**config.mk**
```make
export PLATFORM = sky130hd
export DESIGN_NAME = lsu_ecc_scrub_ctl
export DESIGN_NICKNAME = d
export VERILOG_FILES = /design/src/rtl/lsu_ecc_scrub_ctl.sv
export SDC_FILE = /design/constraint.sdc
export NUM_CORES = 1
export LEC_CHECK = 0
export BUFFER_PORTS_ARGS = -buffer_cell sky130_fd_sc_hd__buf_2
export CAP_MARGIN = 30
export CELL_PAD_IN_SITES_DETAIL_PLACEMENT = 0
export CELL_PAD_IN_SITES_GLOBAL_PLACEMENT = 1
export CORE_ASPECT_RATIO = 1.4
export CORE_UTILIZATION = 50
export CTS_BUF_LIST = sky130_fd_sc_hd__clkbuf_4 sky130_fd_sc_hd__clkbuf_8
export CTS_CLUSTER_DIAMETER = 60
export DETAILED_ROUTE_END_ITERATION = 12
export PLACE_DENSITY_LB_ADDON = 0.25
export SLEW_MARGIN = 25
export SYNTH_ARGS = -nofsm -noshare
export SYNTH_HDL_FRONTEND = slang
export SYNTH_SLANG_ARGS = --single-unit
export TNS_END_PERCENT = 20
```
**constraint.sdc**
```tcl
create_clock -name clk -period 7.07 [get_ports clk]
set_input_delay 0.707 -clock clk [delete_from_list [all_inputs] [get_ports clk]]
set_output_delay 0.707 -clock clk [all_outputs]
set_load 0.01 [all_outputs]
```
**src/rtl/lsu_ecc_scrub_ctl.sv**
```systemverilog
// ---------------------------------------------------------------------------
// lsu_ecc_scrub_ctl
//
// Writes single-bit-corrected DCCM words back to memory. When the DC3 ECC
// decoders flag a correctable error on a load, the corrected lo/hi bank
// words are captured into a small pending queue. The DCCM write port is
// shared between these scrub writes and store-buffer drains. The store
// buffer is forced through after STARVE_MAX consecutive denials.
//
// Ports:
//   clk, rst                   core clock, asynchronous active-high reset
//   lsu_pkt_valid_dc3          valid load in DC3
//   flush_dc3                  DC3 instruction killed, no capture
//   dec_tlu_core_ecc_disable   suppress all captures
//   single_ecc_error_lo/hi_dc3 correctable error on lo / hi bank
//   lsu_double_ecc_error_dc3   uncorrectable error, suppresses capture
//   lsu_addr_dc3, end_addr_dc3 start / end byte address of the load
//   sec_data_lo/hi_dc3         corrected lo / hi bank words
//   dccm_port_busy             DCCM port used by a read this cycle
//   stbuf_wr_req / _gnt        store buffer drain request / grant
//   scrub_wren/_addr/_data     scrub write to DCCM (word aligned)
//   lsu_ecc_stall              queue nearly full, block new DCCM loads
//   ecc_overflow               one-cycle pulse when a capture was dropped
//   drop_cnt                   saturating count of dropped captures
// ---------------------------------------------------------------------------
module lsu_ecc_scrub_ctl #(
    parameter int DEPTH      = 4,
    parameter int ADDR_W     = 16,
    parameter int DATA_W     = 32,
    parameter int STARVE_MAX = 3
) (
    input  logic              clk,
    input  logic              rst,
    input  logic              lsu_pkt_valid_dc3,
    input  logic              flush_dc3,
    input  logic              dec_tlu_core_ecc_disable,
    input  logic              single_ecc_error_lo_dc3,
    input  logic              single_ecc_error_hi_dc3,
    input  logic              lsu_double_ecc_error_dc3,
    input  logic [ADDR_W-1:0] lsu_addr_dc3,
    input  logic [ADDR_W-1:0] end_addr_dc3,
    input  logic [DATA_W-1:0] sec_data_lo_dc3,
    input  logic [DATA_W-1:0] sec_data_hi_dc3,
    input  logic              dccm_port_busy,
    input  logic              stbuf_wr_req,
    output logic              stbuf_wr_gnt,
    output logic              scrub_wren,
    output logic [ADDR_W-1:0] scrub_wr_addr,
    output logic [DATA_W-1:0] scrub_wr_data,
    output logic              lsu_ecc_stall,
    output logic              ecc_overflow,
    output logic [7:0]        drop_cnt
);

    localparam int PTR_W = (DEPTH > 1) ? $clog2(DEPTH) : 1;
    localparam int CNT_W = PTR_W + 1;
    localparam int STV_W = (STARVE_MAX > 0) ? $clog2(STARVE_MAX + 1) : 1;

    localparam logic [CNT_W-1:0] DEPTH_C   = CNT_W'(DEPTH);
    localparam logic [CNT_W-1:0] STALL_LVL = CNT_W'(DEPTH - 1);
    localparam logic [STV_W-1:0] STARVE_C  = STV_W'(STARVE_MAX);

    typedef enum logic {
        ST_IDLE   = 1'b0,
        ST_ACTIVE = 1'b1
    } state_t;

    state_t state_reg, state_next;

    // Pending queue storage
    logic [ADDR_W-1:0] addr_reg [DEPTH];
    logic [DATA_W-1:0] data_reg [DEPTH];
    logic [PTR_W-1:0]  rd_ptr_reg, wr_ptr_reg;
    logic [CNT_W-1:0]  count_reg, count_next;
    logic [PTR_W-1:0]  wr_ptr_next;

    logic [STV_W-1:0]  starve_reg;
    logic [7:0]        drop_cnt_reg;
    logic              ovf_reg;
    logic              stall_reg;

    // Capture decode
    logic              cap;
    logic              lo_req, hi_req, any_req;
    logic [ADDR_W-1:0] lo_addr, hi_addr;
    logic              lo_match, hi_match, hi_same_lo;
    logic              lo_alloc, hi_alloc;
    logic [CNT_W-1:0]  need, free_slots;
    logic              drop, do_cap;
    logic [PTR_W-1:0]  hi_new_ptr;

    logic [DEPTH-1:0]  slot_live, lo_hit, hi_hit, lo_tgt, hi_tgt;

    // Port arbitration
    logic              force_stbuf;
    logic              gnt_int, wren_int;
    logic              pop;

    assign cap = lsu_pkt_valid_dc3 & ~flush_dc3 & ~dec_tlu_core_ecc_disable
               & ~lsu_double_ecc_error_dc3;

    assign lo_req  = cap & single_ecc_error_lo_dc3;
    assign hi_req  = cap & single_ecc_error_hi_dc3;
    assign any_req = lo_req | hi_req;

    assign lo_addr = {lsu_addr_dc3[ADDR_W-1:2], 2'b00};
    assign hi_addr = {end_addr_dc3[ADDR_W-1:2], 2'b00};

    // Per-slot liveness and address match. The head slot is treated as gone
    // when it is being written out this cycle, so a matching capture takes a
    // fresh slot instead of updating an entry that is about to disappear.
    generate
        for (genvar gi = 0; gi < DEPTH; gi++) begin : g_slot
            logic [PTR_W-1:0] rel;
            assign rel           = PTR_W'(gi) - rd_ptr_reg;
            assign slot_live[gi] = ({1'b0, rel} < count_reg)
                                 & ~(pop & (rd_ptr_reg == PTR_W'(gi)));
            assign lo_hit[gi]    = slot_live[gi] & (addr_reg[gi] == lo_addr);
            assign hi_hit[gi]    = slot_live[gi] & (addr_reg[gi] == hi_addr);
            assign lo_tgt[gi]    = lo_match ? lo_hit[gi]
                                            : (wr_ptr_reg == PTR_W'(gi));
            // A hi word landing on the same line as the lo word folds into
            // whichever slot the lo word is using.
            assign hi_tgt[gi]    = hi_match   ? hi_hit[gi] :
                                   hi_same_lo ? lo_tgt[gi] :
                                                (hi_new_ptr == PTR_W'(gi));
        end
    endgenerate

    assign lo_match   = |lo_hit;
    assign hi_match   = |hi_hit;
    assign hi_same_lo = lo_req & hi_req & (hi_addr == lo_addr);

    assign lo_alloc   = lo_req & ~lo_match;
    assign hi_alloc   = hi_req & ~hi_match & ~hi_same_lo;
    assign need       = CNT_W'(lo_alloc) + CNT_W'(hi_alloc);

    // Free space ignores a same-cycle pop so the decision is independent of
    // the arbitration path.
    assign free_slots = DEPTH_C - count_reg;
    assign drop       = any_req & (need > free_slots);
    assign do_cap     = any_req & ~drop;
    assign hi_new_ptr = wr_ptr_reg + PTR_W'(lo_alloc);

    assign count_next  = count_reg + (do_cap ? need : '0) - CNT_W'(pop);
    assign wr_ptr_next = wr_ptr_reg + (do_cap ? PTR_W'(need) : '0);

    // ------------------------------------------------------------------
    // FSM: state register
    // ------------------------------------------------------------------
    always_ff @(posedge clk or posedge rst) begin
        if (rst) begin
            state_reg <= ST_IDLE;
        end else begin
            state_reg <= state_next;
        end
    end

    // FSM: next state
    always_comb begin
        state_next = state_reg;
        case (state_reg)
            ST_IDLE:   if (count_reg != '0)  state_next = ST_ACTIVE;
            ST_ACTIVE: if (count_next == '0) state_next = ST_IDLE;
            default:   state_next = ST_IDLE;
        endcase
    end

    // FSM: outputs (port arbitration)
    assign force_stbuf = stbuf_wr_req & (starve_reg == STARVE_C);

    always_comb begin
        gnt_int  = 1'b0;
        wren_int = 1'b0;
        case (state_reg)
            ST_IDLE: gnt_int = stbuf_wr_req & ~dccm_port_busy;
            ST_ACTIVE: begin
                if (!dccm_port_busy) begin
                    if (force_stbuf) begin
                        gnt_int = 1'b1;
                    end else if (count_reg != '0) begin
                        wren_int = 1'b1;
                    end
                end
            end
            default: ;
        endcase
    end

    // Outputs are held low for the whole reset, not just from the next edge.
    assign stbuf_wr_gnt  = gnt_int & ~rst;
    assign scrub_wren    = wren_int & ~rst;
    assign pop           = scrub_wren;
    assign scrub_wr_addr = scrub_wren ? addr_reg[rd_ptr_reg] : '0;
    assign scrub_wr_data = scrub_wren ? data_reg[rd_ptr_reg] : '0;

    // ------------------------------------------------------------------
    // Queue storage and pointers
    // ------------------------------------------------------------------
    always_ff @(posedge clk or posedge rst) begin
        if (rst) begin
            for (int i = 0; i < DEPTH; i++) begin
                addr_reg[i] <= '0;
            end
        end else begin
            for (int i = 0; i < DEPTH; i++) begin
                if (do_cap && hi_req && hi_tgt[i]) begin
                    addr_reg[i] <= hi_addr;
                end else if (do_cap && lo_req && lo_tgt[i]) begin
                    addr_reg[i] <= lo_addr;
                end
            end
        end
    end

    // Data needs no reset: a slot is only read while counted as live.
    // When lo and hi share a slot the hi word wins, being the later one.
    always_ff @(posedge clk) begin
        for (int i = 0; i < DEPTH; i++) begin
            if (do_cap && hi_req && hi_tgt[i]) begin
                data_reg[i] <= sec_data_hi_dc3;
            end else if (do_cap && lo_req && lo_tgt[i]) begin
                data_reg[i] <= sec_data_lo_dc3;
            end
        end
    end

    always_ff @(posedge clk or posedge rst) begin
        if (rst) begin
            rd_ptr_reg <= '0;
            wr_ptr_reg <= '0;
            count_reg  <= '0;
            stall_reg  <= 1'b0;
        end else begin
            rd_ptr_reg <= rd_ptr_reg + PTR_W'(pop);
            wr_ptr_reg <= wr_ptr_next;
            count_reg  <= count_next;
            // Registered on the next count so the flag tracks occupancy
            // without an extra cycle of lag.
            stall_reg  <= (count_next >= STALL_LVL);
        end
    end

    // ------------------------------------------------------------------
    // Starvation counter, overflow pulse and drop counter
    // ------------------------------------------------------------------
    always_ff @(posedge clk or posedge rst) begin
        if (rst) begin
            starve_reg <= '0;
        end else if (state_reg == ST_ACTIVE && !dccm_port_busy) begin
            if (force_stbuf) begin
                starve_reg <= '0;
            end else if (scrub_wren && stbuf_wr_req) begin
                starve_reg <= starve_reg + 1'b1;
            end
        end
    end

    always_ff @(posedge clk or posedge rst) begin
        if (rst) begin
            ovf_reg      <= 1'b0;
            drop_cnt_reg <= 8'd0;
        end else begin
            ovf_reg <= drop;
            if (drop && drop_cnt_reg != 8'hFF) begin
                drop_cnt_reg <= drop_cnt_reg + 8'd1;
            end
        end
    end

    assign lsu_ecc_stall = stall_reg;
    assign ecc_overflow  = ovf_reg;
    assign drop_cnt      = drop_cnt_reg;

endmodule

```
After elaboration in Yosys (flattened, before gate mapping)
Memory sizes are Yosys's and may differ from the RTL's. Cells that the tools add are included.

Register bits after elaboration: 84. Bits in latches: 0. RAM bits: 128. Bits in read-only memories: 0. Output and inout bits: 60. Word-level logic and storage cells: 194. Memories kept: 1.

$add $sub $neg: 13. Multipliers: 0. Div/mod/pow operators: 0. Magnitude comparators: 7. Eq/ne operators: 20. Shift-type cells: 0. Muxes and demuxes: 62. Bitwise gates (word level): 52. Reductions and logical operators: 27.

Memories: data_reg (words 4, bits a word 32, rd ports 1, clocked after memory_dff 0, write ports 4, RTL line 72) `logic [DATA_W-1:0] data_reg [DEPTH];`.

Operators by type and width (number): $mux W16 (11); $mux W32 (5); $eq A16 B16 Y1 (8); $mux W1 (39); $and A1 B1 Y1 (32); $bmux W16 S2 (1); $eq A14 B14 Y1 (1); $eq A2 B2 Y1 const B (7); $not A1 Y1 (14); $logic_and A1 B1 Y1 (13); $lt A2 B3 Y1 (4); $reduce_bool A2 Y1 (5); $add A8 B1 Y8 const B (1); $mux W2 (4); $ne A8 B8 Y1 const B (1); $reduce_or A4 Y1 (2); $eq A2 B1 Y1 const B (3); $logic_not A2 Y1 (3); $or A1 B1 Y1 (5); $add A2 B1 Y2 (2); $pmux W1 S2 (2); $sub A1 B2 Y2 const A (2); $sub A2 B2 Y2 const A (2); $add A3 B2 Y3 (1); 13 further kinds (13).

Depth between registers and ports, before layout
Gate-level depths: netlist (run 1).

Depth in word-level cells: 25. Gate-level depth with buffers: 26. Depth with buffers taken out: 25.

Worst setup path after synthesis (run 1)
OpenSTA, ideal clock, no wires.

Path kind: reg2reg. From: register rd_ptr_reg[1]. To: memory data_reg[3][0] (enable). Arrival time: 5784 ps. Required time: 6604 ps. Path slack: 820 ps. Cell stages (with the launch flop): 17. Period minus slack after synthesis: 6250 ps. Cells stage by stage: dfrtp_1 clkbuf_1 inv_1 ha_1 inv_1 ha_1 a221o_1 nor3_2 or3_1 nor3_1 ha_1 ha_1 nor2b_1 o211a_1 nor2_1 inv_1 o21ai_0.

RTL lines: start, declared (RTL line 73) `logic [PTR_W-1:0] rd_ptr_reg, wr_ptr_reg;`; start signal, assigned (RTL line 235) `rd_ptr_reg <= rd_ptr_reg + PTR_W'(pop);`; end, declared (RTL line 72).

==> results of run 1 <==
-- placed cells by master (no fill, tap or decap), drive strengths merged, types with 17 or more instances in the layout --
cell	instances
buf	179
xor2	95
xnor2	45
clkbuf	56
mux4	46
nor4	24
edfxtp	128
nand2	23
mux2	242
inv	17
ha	20
and2	48
dfrtp	76
-- cell families after synthesis --
logic type	after synthesis	synth area share
buf+inv	88	0.03299
simple gates	156	0.07083
fa+ha+maj	21	0.02134
mux	288	0.2996
xor+xnor	140	0.09681
flops	204	0.4536
compound gates	39	0.02450
other cells	1	0.0002961
-- power by group through the flow --
stage	registers, mW	logic [mW]	clock network [mW]
5_1_grt	1.61	1.40	1.25
6_report	1.58	1.28	1.18
4_1_cts	1.59	1.29	1.20
3_3_place_gp	1.60	1.27	0
3_5_place_dp	1.61	1.29	0
2_1_floorplan	1.51	1.02	0
-- routing by layer --
layer	global-route usage	vias to the layer above	share of wire
met3	0.04758	68	0.046
met5	0	-	0.00031
met4	0.1303	2	0.044
met1	0.2999	4061	0.38
li1	-	3779	-
met2	0.4561	200	0.53
-- through the flow --
| step | utilization | area (sq um) |
|---|---|---|
| finish | 0.5857 | 14500 |
| CTS | 0.5843 | 14470 |
| detailed placement | 0.5528 | 13690 |
| global route | 0.5856 | 14500 |
| floorplan | - | 12670 |
| global placement | 0.5528 | 13690 |
-- area by class of cell --
cell class / count / area (sq um)
inverter: 18 / 68.82
fill: 2080 / 10260
tap: 315 / 394.1
clock buffer: 56 / 701.9
timing repair buffer: 179 / 965.9
antenna: 2 / 5.005
multi-input combinational: 646 / 6534
sequential: 204 / 5751
clock inverter: 8 / 80.08
-- worst register-to-register path: cells and delay by family, from the launching register on --
kind / cells / cell delay, ns
flip-flops: 1 / 0.75
AO/OA/AOI/OAI: 3 / 0.82
buffers and inverters: 3 / 0.72
AND/OR/NAND/NOR: 8 / 1.99
adder cells (fa/ha/maj): 4 / 1.15
-- worst paths after layout --
check	endpoint	cells past startpoint
hold reg to reg	drop_cnt[5]$_DFFE_PP0P_	1
max in group asynchronous	rd_ptr_reg[0]$_DFF_PP0_	4
setup reg to reg	data_reg[0][9]$_DFFE_PP_	18
hold / removal	wr_ptr_reg[1]$_DFF_PP0_	2
setup / recovery	data_reg[0][9]$_DFFE_PP_	18
min in group clk	data_reg[3][19]$_DFFE_PP_	2
==> summary.txt, run 1 <==
Status
  – Outcome: finished, final reports clean

Power
  – Overall Power: 4.040 mW
  – P_int: 2.759 mW
  – Leakage: 6.118 nW
  – Logic pwr share: 0.316
  – Sw Share: 0.3171
  – PD cells: 278.6 nW/um^2
  – NetSw: 1.281 mW
  – Seq pwr share: 0.392
  – Power share of the clock group: 0.292
  – Peak VDD IR: 0.1827 mV

Clock network
  – Maximum buffer depth of the clock tree: 3
  – Worst skew pair latency: 0.54 ns
  – Post-CTS sizing: 0
  – CTS tree: done
  – Inserted Clock Buffers: 36
  – Root Driver: clkbuf_8
  – H-tree depth: 2
  – Clock-pin slew on the worst setup and hold paths: 0.06 ns
  – Cts hold-fix bufs: 0
  – Setup bufs post-CTS: 0
  – # clock sinks: 204

Critical path
  – Critical Path End Type: flip-flop
  – Critical path, cell by cell: inv_1 -> ha_1 -> inv_1 -> ha_1 -> a221o_1 -> nor3_2 -> or3_1 -> nor3_1 -> ha_1 -> ha_1 -> nor2b_1 -> o211ai_1 -> nand3_1 -> or4_1 -> nor2_1 -> a21boi_4 -> nand2_1 -> buf_4
  – Crit Path Class: flip-flop to flip-flop
  – Most used cell along the critical path: ha_1
  – R2R Path Start: rd_ptr_reg[0]$_DFF_PP0_
  – CP max stage cell: dfrtp_4
  – R2R Setup Slk: 1.21 ns
  – Peak fanout along the critical path: 32
  – Required @ worst endpoint: between 7 and 8 ns
  – Largest stage delay, worst path: 0.75 ns
  – Critical path launch point type: flip-flop
  – Crit path buffers/inverters: 3
  – WP data arrival: 6.02 ns
  – CP startpoint: rd_ptr_reg[0]$_DFF_PP0_
  – Crit path max-delay family: simple AND/OR/NAND/NOR gates

Finish
  – Final cell count without fillers: around 1400
  – Max FFs per register: 128
  – Fin nets: 1212
  – Area Overhead vs Synth: 14.48%
  – Layout cells sized above 1: 0.4896

Logic synthesis
  – Yosys cell types: 60
  – Post-Syn Instances: between 900 and 1000
  – Top cells by area, synth: edfxtp_1, mux2_2, dfrtp_1, mux4_2, xor2_1
  – Register bit total from synthesis: 204
  – Avg Inst Size Synth: 13.52 sq um
  – Top-count cell post-synth: mux2_2
  – Synth cell count leaders: mux2_2, edfxtp_1, xor2_1
  – Synth warn: 0
  – Largest area contributor in the netlist: edfxtp_1
  – Cell Area, Synth: 12670 sq um
  – Ys async rst share: 0.3725
  – Area share of the largest cell type after synthesis: 0.3035
  – EDFF count, synth: 128
  – Top FF cell, synth: edfxtp_1
  – Sequential area share after synthesis: 0.4536

STA
  – Min Tclk post-route: 5.857 ns
  – Slew headroom: 0.4355
  – Setup ws final: about 1.2 ns
  – Maximum clock frequency: about 170 MHz
  – Hold_ws: 0.07761 ns
  – Worst Clk Skew: 0.02014 ns
  – RSZ-0062 raised after global routing: false
  – Endpoints failing setup: 0
  – Slew Limit Fails: 0
  – Final hold vios: 0
  – Setup TNS: 0 ns
  – Slew at the pin closest to its max-slew limit: 0.8403 ns
  – Fin crit share: 0.8284

Drt
  – Drt wl/cell: 22.70 microns
  – Antenna-violating nets left: 0
  – Detailed-route via count: 8110
  – DR DRC count: 0
  – First DRT Iteration DRCs: 349
  – Initial DRT Pass Iterations: 4
  – Number of vias per cell: 5.679
  – Routed wire length: 32420 microns

Run
  – Max cap viols: 0

Placement
  – Port bufs: 159
  – Pre-CTS setup slack: 1.165 ns
  – HPWL Detailed: roughly 21000 microns
  – GPL Wtd Cong: 0.9208
  – Placed Instances: 1361

Global routing
  – Gr usage total: 0.2599
  – Initial antenna violation count: 3
  – Largest net degree at the start of global routing: slightly below 70
  – Global-route wire length before repair: 49910 microns
  – Gr ovfl total: 0
  – Vias in the first global route: 8741

Floorplanning
  – DIE AREA: 25980 sq um
  – Initial Util: 0.5116
  – DIE WIDTH: 136.5 microns
  – Number of I/O pins: 166
  – Die height: 190.3 microns
  – Core ar.: 24760 sq um
  – # rows: 68

Worst hold path
  – Worst hold path class: input pin to asynchronous set/reset pin
Power figures use the tool's default switching activity.
==> inputs of run 2 (changes only) <==
==> constraint.sdc (replaced) <==
create_clock -name clk -period 5.9 [get_ports clk]
set_input_delay 0.59 -clock clk [delete_from_list [all_inputs] [get_ports clk]]
set_output_delay 0.59 -clock clk [all_outputs]
set_load 0.01 [all_outputs]
==> summary.txt, run 2 (synthesized netlist as in run 1, its figures left out) <==
Status
  – Outcome: finished, final reports clean

STA
  – Slew Limit Fails: 0 (unchanged)
  – Endpoints failing setup: 0 (unchanged)
  – RSZ-0062 raised after global routing: false
  – Min Tclk post-route: 5.336 ns (-0.5212 ns)
  – Slew at the pin closest to its max-slew limit: 0.8588 ns (+0.01851 ns)
  – Slew headroom: 0.4260 (-0.009465)
  – Setup ws final: 0.5644 ns (-0.6488 ns)
  – Worst Clk Skew: 0.009892 ns (-0.01025 ns)
  – Fin crit share: 0.9043 (+0.07594)
  – Final hold vios: 0 (unchanged)
  – Setup TNS: 0 ns (unchanged)
  – Maximum clock frequency: 187.4 MHz (+9.8%)

Placement
  – Dpl cell area: 13830 sq um (+1.1%)
  – Port bufs: 159 (unchanged)
  – HPWL Detailed: 21550 microns (+0.83%)
  – Pre-CTS setup slack: 0.5073 ns (-0.6577 ns)
  – GPL Wtd Cong: 0.9389 (+2.0%)

Drt
  – Initial DRT Pass Iterations: 4 (unchanged)
  – Drt wl/cell: 22.45 microns (-1.1%)
  – First DRT Iteration DRCs: 377 (+8.0%)
  – Routed wire length: 32170 microns (-0.78%)
  – Antenna-violating nets left: 0 (unchanged)
  – Number of vias per cell: 5.708 (+0.50%)
  – DR DRC count: 0 (unchanged)
  – Detailed-route via count: 8179 (+0.85%)

Finish
  – Area Overhead vs Synth: 14.87%
  – Max FFs per register: 128 (unchanged)
  – Design area: 14550 sq um (+0.34%)
  – Most frequent cells in the layout: mux2_2, buf_2, edfxtp_1
  – Layout cells sized above 1: 0.4897 (about the same)
  – Fin nets: 1219 (+0.58%)
  – Leading cell type in the layout, fill and taps excluded: mux2_2

Floorplanning
  – DIE AREA: 25980 sq um (unchanged)
  – Initial Util: 0.5116 (unchanged)
  – DIE WIDTH: 136.5 microns (unchanged)
  – Die height: 190.3 microns (unchanged)
  – # rows: 68 (unchanged)
  – Core ar.: 24760 sq um (unchanged)
  – Number of I/O pins: 166 (unchanged)

Critical path
  – WP data arrival: 5.61 ns (-0.41 ns)
  – Most used cell along the critical path: ha_1
  – Largest stage delay, worst path: 0.70 ns (-0.05 ns)
  – Critical path launch point type: flip-flop
  – Required @ worst endpoint: 6.18 ns (-1.05 ns)
  – Crit path max-delay family: simple AND/OR/NAND/NOR gates
  – Crit Path Class: flip-flop to flip-flop
  – Critical path, cell by cell: inv_1 -> ha_1 -> ha_1 -> nor2_1 -> and4_4 -> a221o_1 -> or2_2 -> nand2_1 -> nor4_1 -> ha_1 -> ha_1 -> nor2b_1 -> o211ai_1 -> nand3_1 -> or4_1 -> nor2_1 -> nor3_4 -> buf_4 -> mux2_1
  – Crit path buffers/inverters: 2 (-1)
  – CP max stage cell: or4_1
  – Critical Path End Type: flip-flop
  – Peak fanout along the critical path: 32 (unchanged)

Clock network
  – Inserted Clock Buffers: 36 (unchanged)
  – Maximum buffer depth of the clock tree: 3 (unchanged)
  – Clock-pin slew on the worst setup and hold paths: 0.06 ns (about the same)
  – Root Driver: clkbuf_8
  – Setup bufs post-CTS: 0 (unchanged)
  – # clock sinks: 204 (unchanged)
  – H-tree depth: 2 (unchanged)
  – Worst skew pair latency: 0.53 ns (about the same)
  – CTS tree: done

Power
  – P_int: 3.218 mW (+17%)
  – PD cells: 325.7 nW/um^2 (+17%)
  – Power share of the clock group: 0.272 (-0.020)
  – Peak VDD IR: 0.2222 mV (+22%)
  – Seq pwr share: 0.392 (about the same)
  – NetSw: 1.521 mW (+19%)
  – Sw Share: 0.3210 (+0.003897)
  – Leakage: 6.140 nW (+0.36%)
  – Logic pwr share: 0.335 (+0.019)

Run
  – Max cap viols: 0 (unchanged)

Global routing
  – Initial antenna violation count: 2 (-1)
  – Vias in the first global route: 8655 (-0.98%)
  – Largest net degree at the start of global routing: 51 (-25%)
  – Gr ovfl total: 0 (unchanged)
  – Gr usage total: 0.2581 (-0.001800)
  – Global-route wire length before repair: 49900 microns (about the same)

Worst hold path
  – Worst hold path class: input pin to flip-flop
-- run 2: cell types whose count changed in the layout (fill, tap and decap cells not counted), sizes merged --
cell and delta:
buf +6, bufinv -1, clkbuf -1, clkinv +1, diode -1, dlygate4sd3 +1
-- run 2: worst paths after layout --
kind | start | end | slack (ns) | cells past startpoint
setup / recovery | count_reg[0]$_DFF_PP0_ | data_reg[1][12]$_DFFE_PP_ | 0.56 | 19
hold / removal | sec_data_hi_dc3[13] | data_reg[3][13]$_DFFE_PP_ | 0.40 | 2
setup reg to reg | count_reg[0]$_DFF_PP0_ | data_reg[1][12]$_DFFE_PP_ | 0.56 | 19
hold reg to reg | drop_cnt[7]$_DFFE_PP0P_ | drop_cnt[7]$_DFFE_PP0P_ | 0.50 | 1
max in group asynchronous | rst | drop_cnt[2]$_DFFE_PP0P_ | 4.55 | 5
min in group asynchronous | rst | starve_reg[1]$_DFFE_PP0P_ | 0.48 | 3
-- run 2: stage by stage --
| step | hold slack [ns] | total power, mW | util | instances |
|---|---|---|---|---|
| 6_report | 0.3966 | 4.738 | 0.5876 | 1433 |
| 5_1_grt | 0.3867 | 5.005 | 0.5876 | 1433 |
| 4_1_cts | 0.3715 | 4.789 | 0.5875 | 1432 |
| 3_5_place_dp | 0.4626 | 3.488 | 0.5587 | 1368 |
| 3_3_place_gp | 0.4645 | 3.460 | 0.5576 | 1367 |
| 2_1_floorplan | 0.4796 | 3.036 | - | 938 |
-- run 2: routing by layer --
layer  share of wire  global-route usage  up-vias  wire [microns]
met5         0.00053                   0        -              17
met1            0.38              0.2995     4088           12310
met3           0.053             0.05077       72            1695
met2            0.53              0.4578      223           16950
li1                -                   -     3794               -
met4           0.037              0.1090        2            1198
-- run 2: cell type report --
class	count	area, sq um
Inverter	18	68.82
Fill cell	2103	10210
Timing Repair Buffer	186	1096
Sequential cell	204	5751
Clock inverter	8	52.55
Tap cell	315	394.1
Multi-Input combinational cell	646	6534
Antenna cell	1	2.502
Clock buffer	55	650.6
-- run 2: power groups by stage --
| stage | Sequential (mW) | Clock, mW | Combinational [mW] |
|---|---|---|---|
| 5_1_grt | 1.88 | 1.38 | 1.74 |
| 3_5_place_dp | 1.89 | 0 | 1.60 |
| 2_1_floorplan | 1.81 | 0 | 1.22 |
| 3_3_place_gp | 1.89 | 0 | 1.57 |
| 6_report | 1.86 | 1.29 | 1.59 |
| 4_1_cts | 1.86 | 1.32 | 1.61 |
-- run 2: repair_timing --
action                                 4_1_cts  5_1_grt
endpoints found under the hold margin        3        0
gates resized for setup                      0        0
hold buffers                                 1        0
==> inputs of run 3 (changes only) <==
--- a/config.mk
+++ b/config.mk
@@ -10,7 +10,8 @@
 export CELL_PAD_IN_SITES_DETAIL_PLACEMENT = 0
 export CELL_PAD_IN_SITES_GLOBAL_PLACEMENT = 1
 export CORE_ASPECT_RATIO = 1.4
-export CORE_UTILIZATION = 50
+export CORE_MARGIN = 3
+export CORE_UTILIZATION = 53
 export CTS_BUF_LIST = sky130_fd_sc_hd__clkbuf_4 sky130_fd_sc_hd__clkbuf_8
 export CTS_CLUSTER_DIAMETER = 60
 export DETAILED_ROUTE_END_ITERATION = 12
==> constraint.sdc (replaced) <==
create_clock -name clk -period 6.9 [get_ports clk]
set_input_delay 0.69 -clock clk [delete_from_list [all_inputs] [get_ports clk]]
set_output_delay 0.69 -clock clk [all_outputs]
set_load 0.01 [all_outputs]
==> summary.txt, run 3 (synthesized netlist as in run 1, its figures left out) <==
Drt
  – First DRT Iteration DRCs: 368 (-2.4%)
  – Met3 routed WL: 1622 microns (-4.3%)
  – Drt wl/cell: 22.77 microns (+1.4%)
  – Initial DRT Pass Iterations: 4 (unchanged)
  – Met2 wire len: 17100 microns (+0.90%)
  – DR top layer: met5
  – Antenna-violating nets left: 0 (unchanged)
  – Number of vias per cell: 5.793 (+1.5%)
  – DR DRC count: 0 (unchanged)
  – Detailed-route via count: 8209 (+0.37%)
  – Met1 wire length: 12260 microns (-0.43%)
  – Routed wire length: 32260 microns (+0.30%)

Critical path
  – R2R Path Start: count_reg[1]$_DFF_PP0_
  – Critical Path End Type: flip-flop
  – Peak fanout along the critical path: 20 (-38%)
  – WP data arrival: 5.86 ns (+0.25 ns)
  – CP startpoint: count_reg[1]$_DFF_PP0_
  – Required @ worst endpoint: 7.12 ns (+0.94 ns)
  – Crit Path Class: flip-flop to flip-flop
  – Critical path launch point type: flip-flop

Floorplanning
  – Initial Util: 0.5420 (+0.03040)
  – Number of I/O pins: 166 (unchanged)
  – Die height: 188.9 microns (-0.74%)
  – DIE WIDTH: 136.7 microns (about the same)
  – # rows: 66 (-2.9%)
  – DIE AREA: 25810 sq um (-0.64%)
  – Core ar.: 23370 sq um (-5.6%)

Run
  – Max cap viols: 0 (unchanged)

Finish
  – Fin nets: 1213 (-0.49%)
  – Multi-input gate area: 6534 sq um (unchanged)
  – Layout cells sized above 1: 0.4815 (-0.008190)
  – Leading cell type in the layout, fill and taps excluded: mux2_2
  – Max FFs per register: 128 (unchanged)
  – Core Util, Final: 0.6200 (+0.03235)
  – Register area: 5751 sq um (unchanged)
  – Area Overhead vs Synth: 14.39%
  – Most frequent cells in the layout: mux2_2, buf_2, edfxtp_1
  – Fillers: 1918 (-8.8%)

Clock network
  – # clock sinks: 204 (unchanged)
  – Post-CTS sizing: 0 (unchanged)
  – H-tree depth: 2 (unchanged)
  – CTS tree: done
  – Setup bufs post-CTS: 0 (unchanged)
  – Clock-pin slew on the worst setup and hold paths: 0.06 ns (about the same)
  – Worst skew pair latency: 0.54 ns (about the same)
  – Inserted Clock Buffers: 35 (-2.8%)
  – Cts hold-fix bufs: 0 (-1)
  – Maximum buffer depth of the clock tree: 3 (unchanged)
  – Root Driver: clkbuf_8

Power
  – Leakage: 6.104 nW (-0.58%)
  – PD cells: 284.3 nW/um^2 (-13%)
  – Peak VDD IR: 0.1825 mV (-18%)

Status
  – Outcome: finished, final reports clean

STA
  – Maximum clock frequency: 177.3 MHz (-5.4%)
  – Fin crit share: 0.8174 (-0.08696)
  – Setup TNS: 0 ns (unchanged)
  – Endpoints failing setup: 0 (unchanged)
  – Worst Clk Skew: 0.02563 ns (+0.01574 ns)
  – Slew at the pin closest to its max-slew limit: 0.7211 ns (-0.1377 ns)
  – Final hold vios: 0 (unchanged)
  – Min Tclk post-route: 5.640 ns (+0.3043 ns)
  – Slew headroom: 0.5193 (+0.09322)
  – RSZ-0062 raised after global routing: false
  – Slew Limit Fails: 0 (unchanged)

Placement
  – HPWL Detailed: 21960 microns (+1.9%)
  – GPL Wtd Cong: 0.9424 (+0.37%)
  – Port bufs: 159 (unchanged)

Global routing
  – Global-route wire length before repair: 50170 microns (+0.54%)
  – Initial antenna violation count: 3 (+1)
  – Vias in the first global route: 8794 (+1.6%)
  – Largest net degree at the start of global routing: 52 (+2.0%)
  – Gr usage total: 0.2550 (-0.003083)
  – Gr ovfl total: 0 (unchanged)

Worst hold path
  – Worst hold path class: input pin to asynchronous set/reset pin
[run 3: worst paths after layout]
path	endpoint	slack (ns)	cells after the start
hold / removal	starve_reg[0]$_DFFE_PP0P_	0.19	2
hold reg to reg	drop_cnt[5]$_DFFE_PP0P_	0.50	1
setup / recovery	data_reg[2][2]$_DFFE_PP_	1.26	19
setup reg to reg	data_reg[2][2]$_DFFE_PP_	1.26	19
max in group asynchronous	rd_ptr_reg[0]$_DFF_PP0_	5.58	3
min in group clk	drop_cnt[5]$_DFFE_PP0P_	0.50	1
[run 3: cell type report]
| type | instances | area share |
|---|---|---|
| Clock inverter | 16 | 0.01036 |
| Sequential cell | 204 | 0.3969 |
| Antenna cell | 2 | 0.0003454 |
| Tap cell | 306 | 0.02642 |
| Multi-Input combinational cell | 646 | 0.4510 |
| Inverter | 18 | 0.004750 |
| Clock buffer | 44 | 0.03964 |
| Timing Repair Buffer | 181 | 0.07064 |
[run 3: layer usage]
layer  track usage  vias to the layer above
li1              -                     3788
met1        0.2938                     4116
met2        0.4560                      227
met3       0.05502                       76
met4        0.1016                        2
met5             0                        -
[run 3: critical path, cell delays in order, from the launching register on]
cell and delay, ns:
dfrtp_1 0.36, inv_1 0.18, ha_1 0.20, ha_1 0.18
nor2_1 0.06, and4_4 0.26, a221o_1 0.37, nor3_1 0.55
or3_1 0.22, nor3_1 0.06, ha_1 0.21, ha_1 0.30
nor2b_1 0.14, o211ai_1 0.20, nand3_1 0.18, or4_1 0.68
nor2_1 0.31, a22o_1 0.20, nand2b_2 0.41, buf_12 0.24
[run 3: stage by stage]
step	hold WS [ns]	area (sq um)	worst slack, ns	cells	total power [mW]
6_report	0.1927	14490	1.260	1417	4.119
5_1_grt	0.2023	14490	0.9368	1417	4.349
4_1_cts	0.1821	14480	1.197	1415	4.163
3_5_place_dp	0.4842	13760	1.147	1355	2.992
3_3_place_gp	0.4749	13740	1.179	1354	2.956
2_1_floorplan	0.4796	12670	0.6502	938	2.596
[run 3: report_power, final]
part	total (mW)	leakage, nW	switching (mW)	internal (mW)
clock network	1.16	0.378	0.500	0.659
logic	1.38	3.57	0.658	0.726
registers	1.58	2.15	0.151	1.43
total	4.12	6.10	1.31	2.81
